===== src/rtl/tec8_datapath_if.sv =====
// Controller/panel-side signal bundle for the TEC-8 datapath.
// The master drives strobes, ALU controls and switches; the datapath (slave) drives observation outputs.
interface tec8_datapath_if;
    logic       DRW, PCINC, LPC, LAR, PCADD, ARINC, MEMW, LIR, LDZ, LDC;
    logic       ABUS, SBUS, MBUS;
    logic [3:0] S;
    logic       M;
    logic       CIN;
    logic       SELCTL, SEL3, SEL2, SEL1, SEL0;
    logic [7:0] SD;
    logic [3:0] IRH;
    logic       C, Z;
    logic [7:0] PC, AR, IR, BUS;
    logic [15:0] INSCNT;
    logic       BUSERR;

    modport master (
        output DRW, PCINC, LPC, LAR, PCADD, ARINC, MEMW, LIR, LDZ, LDC,
        output ABUS, SBUS, MBUS, S, M, CIN, SELCTL, SEL3, SEL2, SEL1, SEL0, SD,
        input  IRH, C, Z, PC, AR, IR, BUS, INSCNT, BUSERR
    );

    modport slave (
        input  DRW, PCINC, LPC, LAR, PCADD, ARINC, MEMW, LIR, LDZ, LDC,
        input  ABUS, SBUS, MBUS, S, M, CIN, SELCTL, SEL3, SEL2, SEL1, SEL0, SD,
        output IRH, C, Z, PC, AR, IR, BUS, INSCNT, BUSERR
    );
endinterface


===== src/rtl/tec8_datapath.sv =====
// TEC-8 teaching-computer datapath: register file, ALU, PC/AR/IR, flags, 256x8 RAM,
// fetch counter and sticky bus-conflict detector. Single clock T3, synchronous active-low CLR.
module tec8_datapath (
    input  logic             T3,
    input  logic             CLR,
    tec8_datapath_if.slave   dp
);

    // 9-bit ALU result; bit 8 is carry (borrow for subtraction), always 0 for logic ops.
    function automatic logic [8:0] alu_f(
        input logic       m,
        input logic [3:0] s,
        input logic [7:0] a,
        input logic [7:0] b,
        input logic       cin
    );
        logic [8:0] r;
        r = 9'h000;
        if (!m) begin
            case (s)
                4'b1001: r = {1'b0, a} + {1'b0, b} + {8'h00, ~cin};
                4'b0110: r = {1'b0, a} - {1'b0, b} - {8'h00, cin};
                4'b0000: r = {1'b0, a} + {8'h00, ~cin};
                default: r = 9'h000;
            endcase
        end else begin
            case (s)
                4'b1011: r = {1'b0, a & b};
                4'b1110: r = {1'b0, a | b};
                4'b1010: r = {1'b0, b};
                4'b1111: r = {1'b0, a};
                4'b0000: r = {1'b0, ~a};
                default: r = 9'h000;
            endcase
        end
        return r;
    endfunction

    logic [7:0]  r_q [4];
    logic [7:0]  r_d [4];
    logic [7:0]  pc_q, pc_d;
    logic [7:0]  ar_q, ar_d;
    logic [7:0]  ir_q, ir_d;
    logic        c_q, c_d;
    logic        z_q, z_d;
    logic [15:0] inscnt_q, inscnt_d;
    logic        buserr_q, buserr_d;
    logic [7:0]  mem_q [256];

    logic [1:0]  a_idx_s, b_idx_s;
    logic [7:0]  a_s, b_s;
    logic [8:0]  alu_s;
    logic [7:0]  bus_s;
    logic        conflict_s;
    logic        mem_we_s;

    // Operand selection, ALU evaluation and the combinational bus mux.
    always_comb begin
        if (dp.SELCTL) begin
            a_idx_s = {dp.SEL3, dp.SEL2};
            b_idx_s = {dp.SEL1, dp.SEL0};
        end else begin
            a_idx_s = ir_q[3:2];
            b_idx_s = ir_q[1:0];
        end
        a_s   = r_q[a_idx_s];
        b_s   = r_q[b_idx_s];
        alu_s = alu_f(dp.M, dp.S, a_s, b_s, dp.CIN);
        if (dp.MBUS) begin
            bus_s = mem_q[ar_q];
        end else if (dp.SBUS) begin
            bus_s = dp.SD;
        end else if (dp.ABUS) begin
            bus_s = alu_s[7:0];
        end else begin
            bus_s = 8'h00;
        end
        conflict_s = (dp.ABUS & dp.SBUS) | (dp.ABUS & dp.MBUS) | (dp.SBUS & dp.MBUS);
    end

    // Next-state for every register; all terms read pre-edge values only.
    always_comb begin
        for (int i = 0; i < 4; i++) begin
            r_d[i] = (dp.DRW && (a_idx_s == 2'(i))) ? bus_s : r_q[i];
        end

        if (dp.LPC) begin
            pc_d = bus_s;
        end else if (dp.PCADD) begin
            pc_d = pc_q + {{4{ir_q[3]}}, ir_q[3:0]};
        end else if (dp.PCINC) begin
            pc_d = pc_q + 8'd1;
        end else begin
            pc_d = pc_q;
        end

        if (dp.LAR) begin
            ar_d = bus_s;
        end else if (dp.ARINC) begin
            ar_d = ar_q + 8'd1;
        end else begin
            ar_d = ar_q;
        end

        if (dp.LIR) begin
            ir_d     = mem_q[pc_q];
            inscnt_d = inscnt_q + 16'd1;
        end else begin
            ir_d     = ir_q;
            inscnt_d = inscnt_q;
        end

        if (dp.LDC) begin
            c_d = alu_s[8];
        end else begin
            c_d = c_q;
        end

        if (dp.LDZ) begin
            z_d = (alu_s[7:0] == 8'h00);
        end else begin
            z_d = z_q;
        end

        buserr_d = buserr_q | conflict_s;
        // Reset suppresses RAM writes along with every other strobe.
        mem_we_s = dp.MEMW & CLR;
    end

    // Architectural registers with synchronous active-low clear.
    always_ff @(posedge T3) begin
        if (!CLR) begin
            for (int i = 0; i < 4; i++) begin
                r_q[i] <= 8'h00;
            end
            pc_q     <= 8'h00;
            ar_q     <= 8'h00;
            ir_q     <= 8'h00;
            c_q      <= 1'b0;
            z_q      <= 1'b0;
            inscnt_q <= 16'h0000;
            buserr_q <= 1'b0;
        end else begin
            for (int i = 0; i < 4; i++) begin
                r_q[i] <= r_d[i];
            end
            pc_q     <= pc_d;
            ar_q     <= ar_d;
            ir_q     <= ir_d;
            c_q      <= c_d;
            z_q      <= z_d;
            inscnt_q <= inscnt_d;
            buserr_q <= buserr_d;
        end
    end

    // RAM write port; contents survive CLR.
    always_ff @(posedge T3) begin
        if (mem_we_s) begin
            mem_q[ar_q] <= bus_s;
        end
    end

    assign dp.PC     = pc_q;
    assign dp.AR     = ar_q;
    assign dp.IR     = ir_q;
    assign dp.IRH    = ir_q[7:4];
    assign dp.C      = c_q;
    assign dp.Z      = z_q;
    assign dp.INSCNT = inscnt_q;
    assign dp.BUSERR = buserr_q;
    assign dp.BUS    = bus_s;

endmodule


===== src/flat_wrapper.sv =====
// flat-port wrapper written by rule: the top's interface ports become plain ports
module tec8_datapath_flat 
  (T3, CLR, dp_DRW, dp_PCINC, dp_LPC, dp_LAR, dp_PCADD, dp_ARINC, dp_MEMW, dp_LIR, dp_LDZ, dp_LDC, dp_ABUS, dp_SBUS, dp_MBUS, dp_S, dp_M, dp_CIN, dp_SELCTL, dp_SEL3, dp_SEL2, dp_SEL1, dp_SEL0, dp_SD, dp_IRH, dp_C, dp_Z, dp_PC, dp_AR, dp_IR, dp_BUS, dp_INSCNT, dp_BUSERR);
  tec8_datapath_if dp_i ();
  input  logic T3;
  input  logic CLR;
  input wire logic [$bits(dp_i.DRW)-1:0] dp_DRW;
  input wire logic [$bits(dp_i.PCINC)-1:0] dp_PCINC;
  input wire logic [$bits(dp_i.LPC)-1:0] dp_LPC;
  input wire logic [$bits(dp_i.LAR)-1:0] dp_LAR;
  input wire logic [$bits(dp_i.PCADD)-1:0] dp_PCADD;
  input wire logic [$bits(dp_i.ARINC)-1:0] dp_ARINC;
  input wire logic [$bits(dp_i.MEMW)-1:0] dp_MEMW;
  input wire logic [$bits(dp_i.LIR)-1:0] dp_LIR;
  input wire logic [$bits(dp_i.LDZ)-1:0] dp_LDZ;
  input wire logic [$bits(dp_i.LDC)-1:0] dp_LDC;
  input wire logic [$bits(dp_i.ABUS)-1:0] dp_ABUS;
  input wire logic [$bits(dp_i.SBUS)-1:0] dp_SBUS;
  input wire logic [$bits(dp_i.MBUS)-1:0] dp_MBUS;
  input wire logic [$bits(dp_i.S)-1:0] dp_S;
  input wire logic [$bits(dp_i.M)-1:0] dp_M;
  input wire logic [$bits(dp_i.CIN)-1:0] dp_CIN;
  input wire logic [$bits(dp_i.SELCTL)-1:0] dp_SELCTL;
  input wire logic [$bits(dp_i.SEL3)-1:0] dp_SEL3;
  input wire logic [$bits(dp_i.SEL2)-1:0] dp_SEL2;
  input wire logic [$bits(dp_i.SEL1)-1:0] dp_SEL1;
  input wire logic [$bits(dp_i.SEL0)-1:0] dp_SEL0;
  input wire logic [$bits(dp_i.SD)-1:0] dp_SD;
  output wire logic [$bits(dp_i.IRH)-1:0] dp_IRH;
  output wire logic [$bits(dp_i.C)-1:0] dp_C;
  output wire logic [$bits(dp_i.Z)-1:0] dp_Z;
  output wire logic [$bits(dp_i.PC)-1:0] dp_PC;
  output wire logic [$bits(dp_i.AR)-1:0] dp_AR;
  output wire logic [$bits(dp_i.IR)-1:0] dp_IR;
  output wire logic [$bits(dp_i.BUS)-1:0] dp_BUS;
  output wire logic [$bits(dp_i.INSCNT)-1:0] dp_INSCNT;
  output wire logic [$bits(dp_i.BUSERR)-1:0] dp_BUSERR;
  assign dp_i.DRW = dp_DRW;
  assign dp_i.PCINC = dp_PCINC;
  assign dp_i.LPC = dp_LPC;
  assign dp_i.LAR = dp_LAR;
  assign dp_i.PCADD = dp_PCADD;
  assign dp_i.ARINC = dp_ARINC;
  assign dp_i.MEMW = dp_MEMW;
  assign dp_i.LIR = dp_LIR;
  assign dp_i.LDZ = dp_LDZ;
  assign dp_i.LDC = dp_LDC;
  assign dp_i.ABUS = dp_ABUS;
  assign dp_i.SBUS = dp_SBUS;
  assign dp_i.MBUS = dp_MBUS;
  assign dp_i.S = dp_S;
  assign dp_i.M = dp_M;
  assign dp_i.CIN = dp_CIN;
  assign dp_i.SELCTL = dp_SELCTL;
  assign dp_i.SEL3 = dp_SEL3;
  assign dp_i.SEL2 = dp_SEL2;
  assign dp_i.SEL1 = dp_SEL1;
  assign dp_i.SEL0 = dp_SEL0;
  assign dp_i.SD = dp_SD;
  assign dp_IRH = dp_i.IRH;
  assign dp_C = dp_i.C;
  assign dp_Z = dp_i.Z;
  assign dp_PC = dp_i.PC;
  assign dp_AR = dp_i.AR;
  assign dp_IR = dp_i.IR;
  assign dp_BUS = dp_i.BUS;
  assign dp_INSCNT = dp_i.INSCNT;
  assign dp_BUSERR = dp_i.BUSERR;
  tec8_datapath u_core (.T3(T3), .CLR(CLR), .dp(dp_i));
endmodule

===== config.mk =====
export PLATFORM = sky130hd
export DESIGN_NAME = tec8_datapath_flat
export DESIGN_NICKNAME = d
export VERILOG_FILES = /design/src/rtl/tec8_datapath_if.sv /design/src/rtl/tec8_datapath.sv /design/src/flat_wrapper.sv
export SDC_FILE = /design/constraint.sdc
export NUM_CORES = 2
export LEC_CHECK = 0
export CAP_MARGIN = 15
export CELL_PAD_IN_SITES_DETAIL_PLACEMENT = 1
export CELL_PAD_IN_SITES_GLOBAL_PLACEMENT = 2
export CORE_AREA = 2 2 391 490
export CTS_CLUSTER_SIZE = 25
export DETAILED_ROUTE_END_ITERATION = 7
export DIE_AREA = 0 0 393 492
export PLACE_DENSITY_LB_ADDON = 0.05
export SETUP_SLACK_MARGIN = 0.1
export SYNTH_ARGS = -nofsm -noshare
export SYNTH_HDL_FRONTEND = slang
export SYNTH_SLANG_ARGS = --single-unit
export TNS_END_PERCENT = 10

===== constraint.sdc =====
create_clock -name T3 -period 17.9 [get_ports T3]
set_input_delay 3.58 -clock T3 [delete_from_list [all_inputs] [get_ports T3]]
set_output_delay 3.58 -clock T3 [all_outputs]
set_load 0.1 [all_outputs]

==> results.py <==
metrics = {
    "critical_path": {
        "slowest_delay_ns": 1.23,
        "crit_chain": "clkdlybuf4s50_1, mux2i_2, mux4_2, ha_1, ha_1, nand2_1, o21ai_0, a21oi_1, o221ai_1, mux2i_1, a211oi_1, nor3_1, o32ai_4, clkinv_4, clkdlybuf4s50_1",
        "path_class": "in -> out",
        "cp_data_arrival_time_ns": 10.59,
        "start_kind": "input pin",
        "end_kind": "primary output",
        "required_ns": 14.32,
        "cp_num_buf_inv": 3,
        "crit_slowest_cell": "clkdlybuf4s50_1",
        "r2r_cells": 16,
        "critical_path.max_fanout": 90,
        "timing.rr.end": "u_core.mem_q[246][3]",
        "cp_top_family": "buffers and inverters",
        "ff2ff_setup_slack_ns": 9.85,
    },
    "synth": {
        "yosysWarnings": 0,
        "syn_avg_cell_area_um2": 20.0,
        "yosys.area.top_type": "edfxtp_1",
        "yosys.cell_types.count": 86,
        "synth-seq-cells": 2131,
        "yosysTopAreaCellShare": 0.616,
        "ys.flop_type": "edfxtp_1",
        "synth_cells": 5064,
        "synthArstFlopShare": 0,
        "yosysSeqAreaShare": 0.626,
        "synth_edf_count": 2080,
        "synth_area_leaders": "edfxtp_1 62%, mux4_2 28%, nor2_1 1.3%, dfxtp_1 1.0%, mux2i_1 1.0%",
        "synth_area_um2": 101000,
        "synth_nets": 5145,
    },
    "clock_tree": {
        "cts_resized": 0,
        "cts.clk_slew.worst_paths_ns": 0.06,
        "numCtsBuffers": 207,
        "hold_buffers": 0,
        "root_buffer": "clkbuf_16",
        "post_cts_buffers": 0,
        "clk_latency_ns": 0.86,
        "tritoncts": "yes",
        "htree_levels": 4,
        "cts_sinks": 2131,
        "cts_buffer_depth": 3,
    },
    "global_route": {
        "grt_max_degree": 198,
        "gr-total-overflow": 0,
        "antenna_found_initial": 16,
        "grt_pass1_vias": 59200,
        "grtUsageTotal": 0.353,
        "grt_pass1_wl_mm": 471,
    },
    "die": {
        "rows": 179,
        "dieArea_um2": 193000,
        "fp.coreArea_um2": 189000,
        "die_x_um": 393,
        "dieHeight_um": 492,
        "io_pins": 89,
        "start_util": 0.536,
    },
    "cells_and_area": {
        "nNetsFinal": 5263,
        "mostFrequentLayoutCell": "edfxtp_1",
        "final_cell_mix": "2080 x edfxtp_1, 1252 x mux4_2, 336 x nor2_1, 207 x clkbuf_16, 184 x buf_4",
        "drive_gt1_frac": 0.346,
        "synthToLayoutAreaGrowth_pct": 10.9,
    },
    "status": {
        "status": "finished clean",
    },
    "power": {
        "power_density_nw_per_um2": 113,
        "vdd_drop_max_v": 0.000150,
        "p_leak_nw": 33.7,
    },
    "sta": {
        "fmax_mhz": 70.6,
        "setup_ws_ns": 3.73,
        "hold_violations": 0,
        "fin_crit_ns": 14.17,
        "rsz0062_at_grt": "no",
        "worst_pin_slew_ns": 1.30,
        "setup_viol": 0,
        "finalCritPeriodShare": 0.792,
        "skew_ns": 0.0324,
        "maxSlewViolCount": 0,
        "relSlewSlack": 0.132,
        "fin_setup_tns_ns": 0,
    },
    "drt": {
        "wl_per_cell_um": 42.5,
        "drc": 0,
        "via_per_inst": 7.31,
        "drt_iter0_markers": 7450,
        "wirelength_mm": 336,
        "first_pass_iters": 8,
        "dr_total_vias": 57900,
        "final_antenna_net_count": 0,
    },
    "min_path": {
        "holdPathStages": 1,
        "min_from": "u_core.dp.BUSERR",
        "hold_path_end": "u_core.dp.BUSERR",
        "hold_class": "reg -> reg",
    },
    "flow_run": {
        "cap_violations": 0,
    },
    "placement": {
        "dp_hpwl_mm": 218,
        "numPortBuffers": 88,
        "place.gp.congestion": 0.890,
        "pre_cts_slack_ns": 3.79,
    },
}
## report_power, final
part           switching (mW)  total [mW]  internal [mW]
registers              0.0630        5.79           5.72
clock network            1.96        4.48           2.52
logic                    1.54        2.45          0.907
## cells by family (layout without fill, tap and decap cells)
family,count (synthesis),in the layout,synth area share
AO/OA/AOI/OAI,343,343,0.0230
XOR/XNOR,37,37,0.00320
adder cells (fa/ha/maj),48,48,0.00627
buffers and inverters,445,742,0.0205
flip-flops,2131,2131,0.626
multiplexers,1382,1382,0.291
other,0,16,0
AND/OR/NAND/NOR,678,678,0.0299
## worst reg2reg max path, delay by kind of cell, from the launching register on
family | cells | cell delay (ns)
buf+inv | 8 | 4.95
compound gates | 4 | 0.82
simple gates | 2 | 0.73
flops | 1 | 0.62
mux | 2 | 0.51
## sequential cells by signal (all words and copies together), names as in the netlist, named ones only
signal,flops
u_core.dp.INSCNT,16
u_core.dp.IR,8
u_core.dp.Z,1
u_core.dp.C,1
u_core.dp.AR,8
u_core.dp.PC,8
u_core.r_q,32
u_core.mem_q,2048
u_core.dp.BUSERR,1
## metal layers
metal	part of all wire	wire length, um	vias to the layer above	track usage
met1	0.36	122000	31700	0.480
met2	0.49	164000	3466	0.558
met5	0.00010	34	-	0
met4	0.051	17100	6	0.155
met3	0.098	33100	606	0.0738
li1	-	-	22100	-
## worst max-delay path by stage
stage	start	endpoint	slack [ns]	cells after the start
floorplan	dp_SELCTL	dp_BUS[6]	3.78	16
global placement	dp_SELCTL	dp_BUS[7]	3.79	15
detailed placement	dp_SELCTL	dp_BUS[7]	3.79	15
CTS	dp_SELCTL	dp_BUS[7]	3.77	15
global route	dp_SELCTL	dp_BUS[7]	3.44	15
finish	dp_SELCTL	dp_BUS[7]	3.73	15
## synth_stat cells, types with 5 or more instances
cell and n:
edfxtp_1 2080, mux4_2 1252, nor2_1 340, clkbuf_1 208
nand2_1 121, mux2i_1 102, a21oi_1 81, buf_1 77
a22oi_1 57, o21ai_0 56, nand3_1 55, buf_2 52
dfxtp_1 51, inv_1 44, ha_1 42, nor2b_1 32
nor3_1 29, buf_4 27, buf_6 26, and2_1 25
xnor2_1 25, mux2_2 24, o22ai_1 19, nand2b_1 14
o211ai_1 14, a211oi_1 13, a221oi_1 13, nor4_1 13
xor2_1 12, a31oi_1 11, a22o_1 10, and3_1 10
o21a_1 8, nand4_1 7, a211o_1 6, or3_1 6
fa_1 5, nand3b_1 5, nor3b_1 5, o21ai_1 5
## cell type report
cell class              instances  area (um^2)
well taps                    2534         3170
diodes                         16         40.0
clock buffers                 240         5300
inverters                      48          238
flip-flops and latches       2131        63500
fillers                     15700        76800
repair buffers                306         2750
clock inverters               148         1510
multi-input cells            2488        35900
## per-stage QoR
step	utilization	std cells	cell area, um^2	power (mW)	hold slack (ns)
after floorplan	-	5064	101000	7.47	0.828
after global placement	0.556	7480	105000	8.28	0.462
after detailed placement	0.557	7488	105000	8.31	0.472
after CTS	0.593	7876	112000	12.7	0.487
after global routing	0.594	7897	112000	13.0	0.497
final	0.594	7911	112000	12.7	0.488
Power figures use the tool's default switching activity.
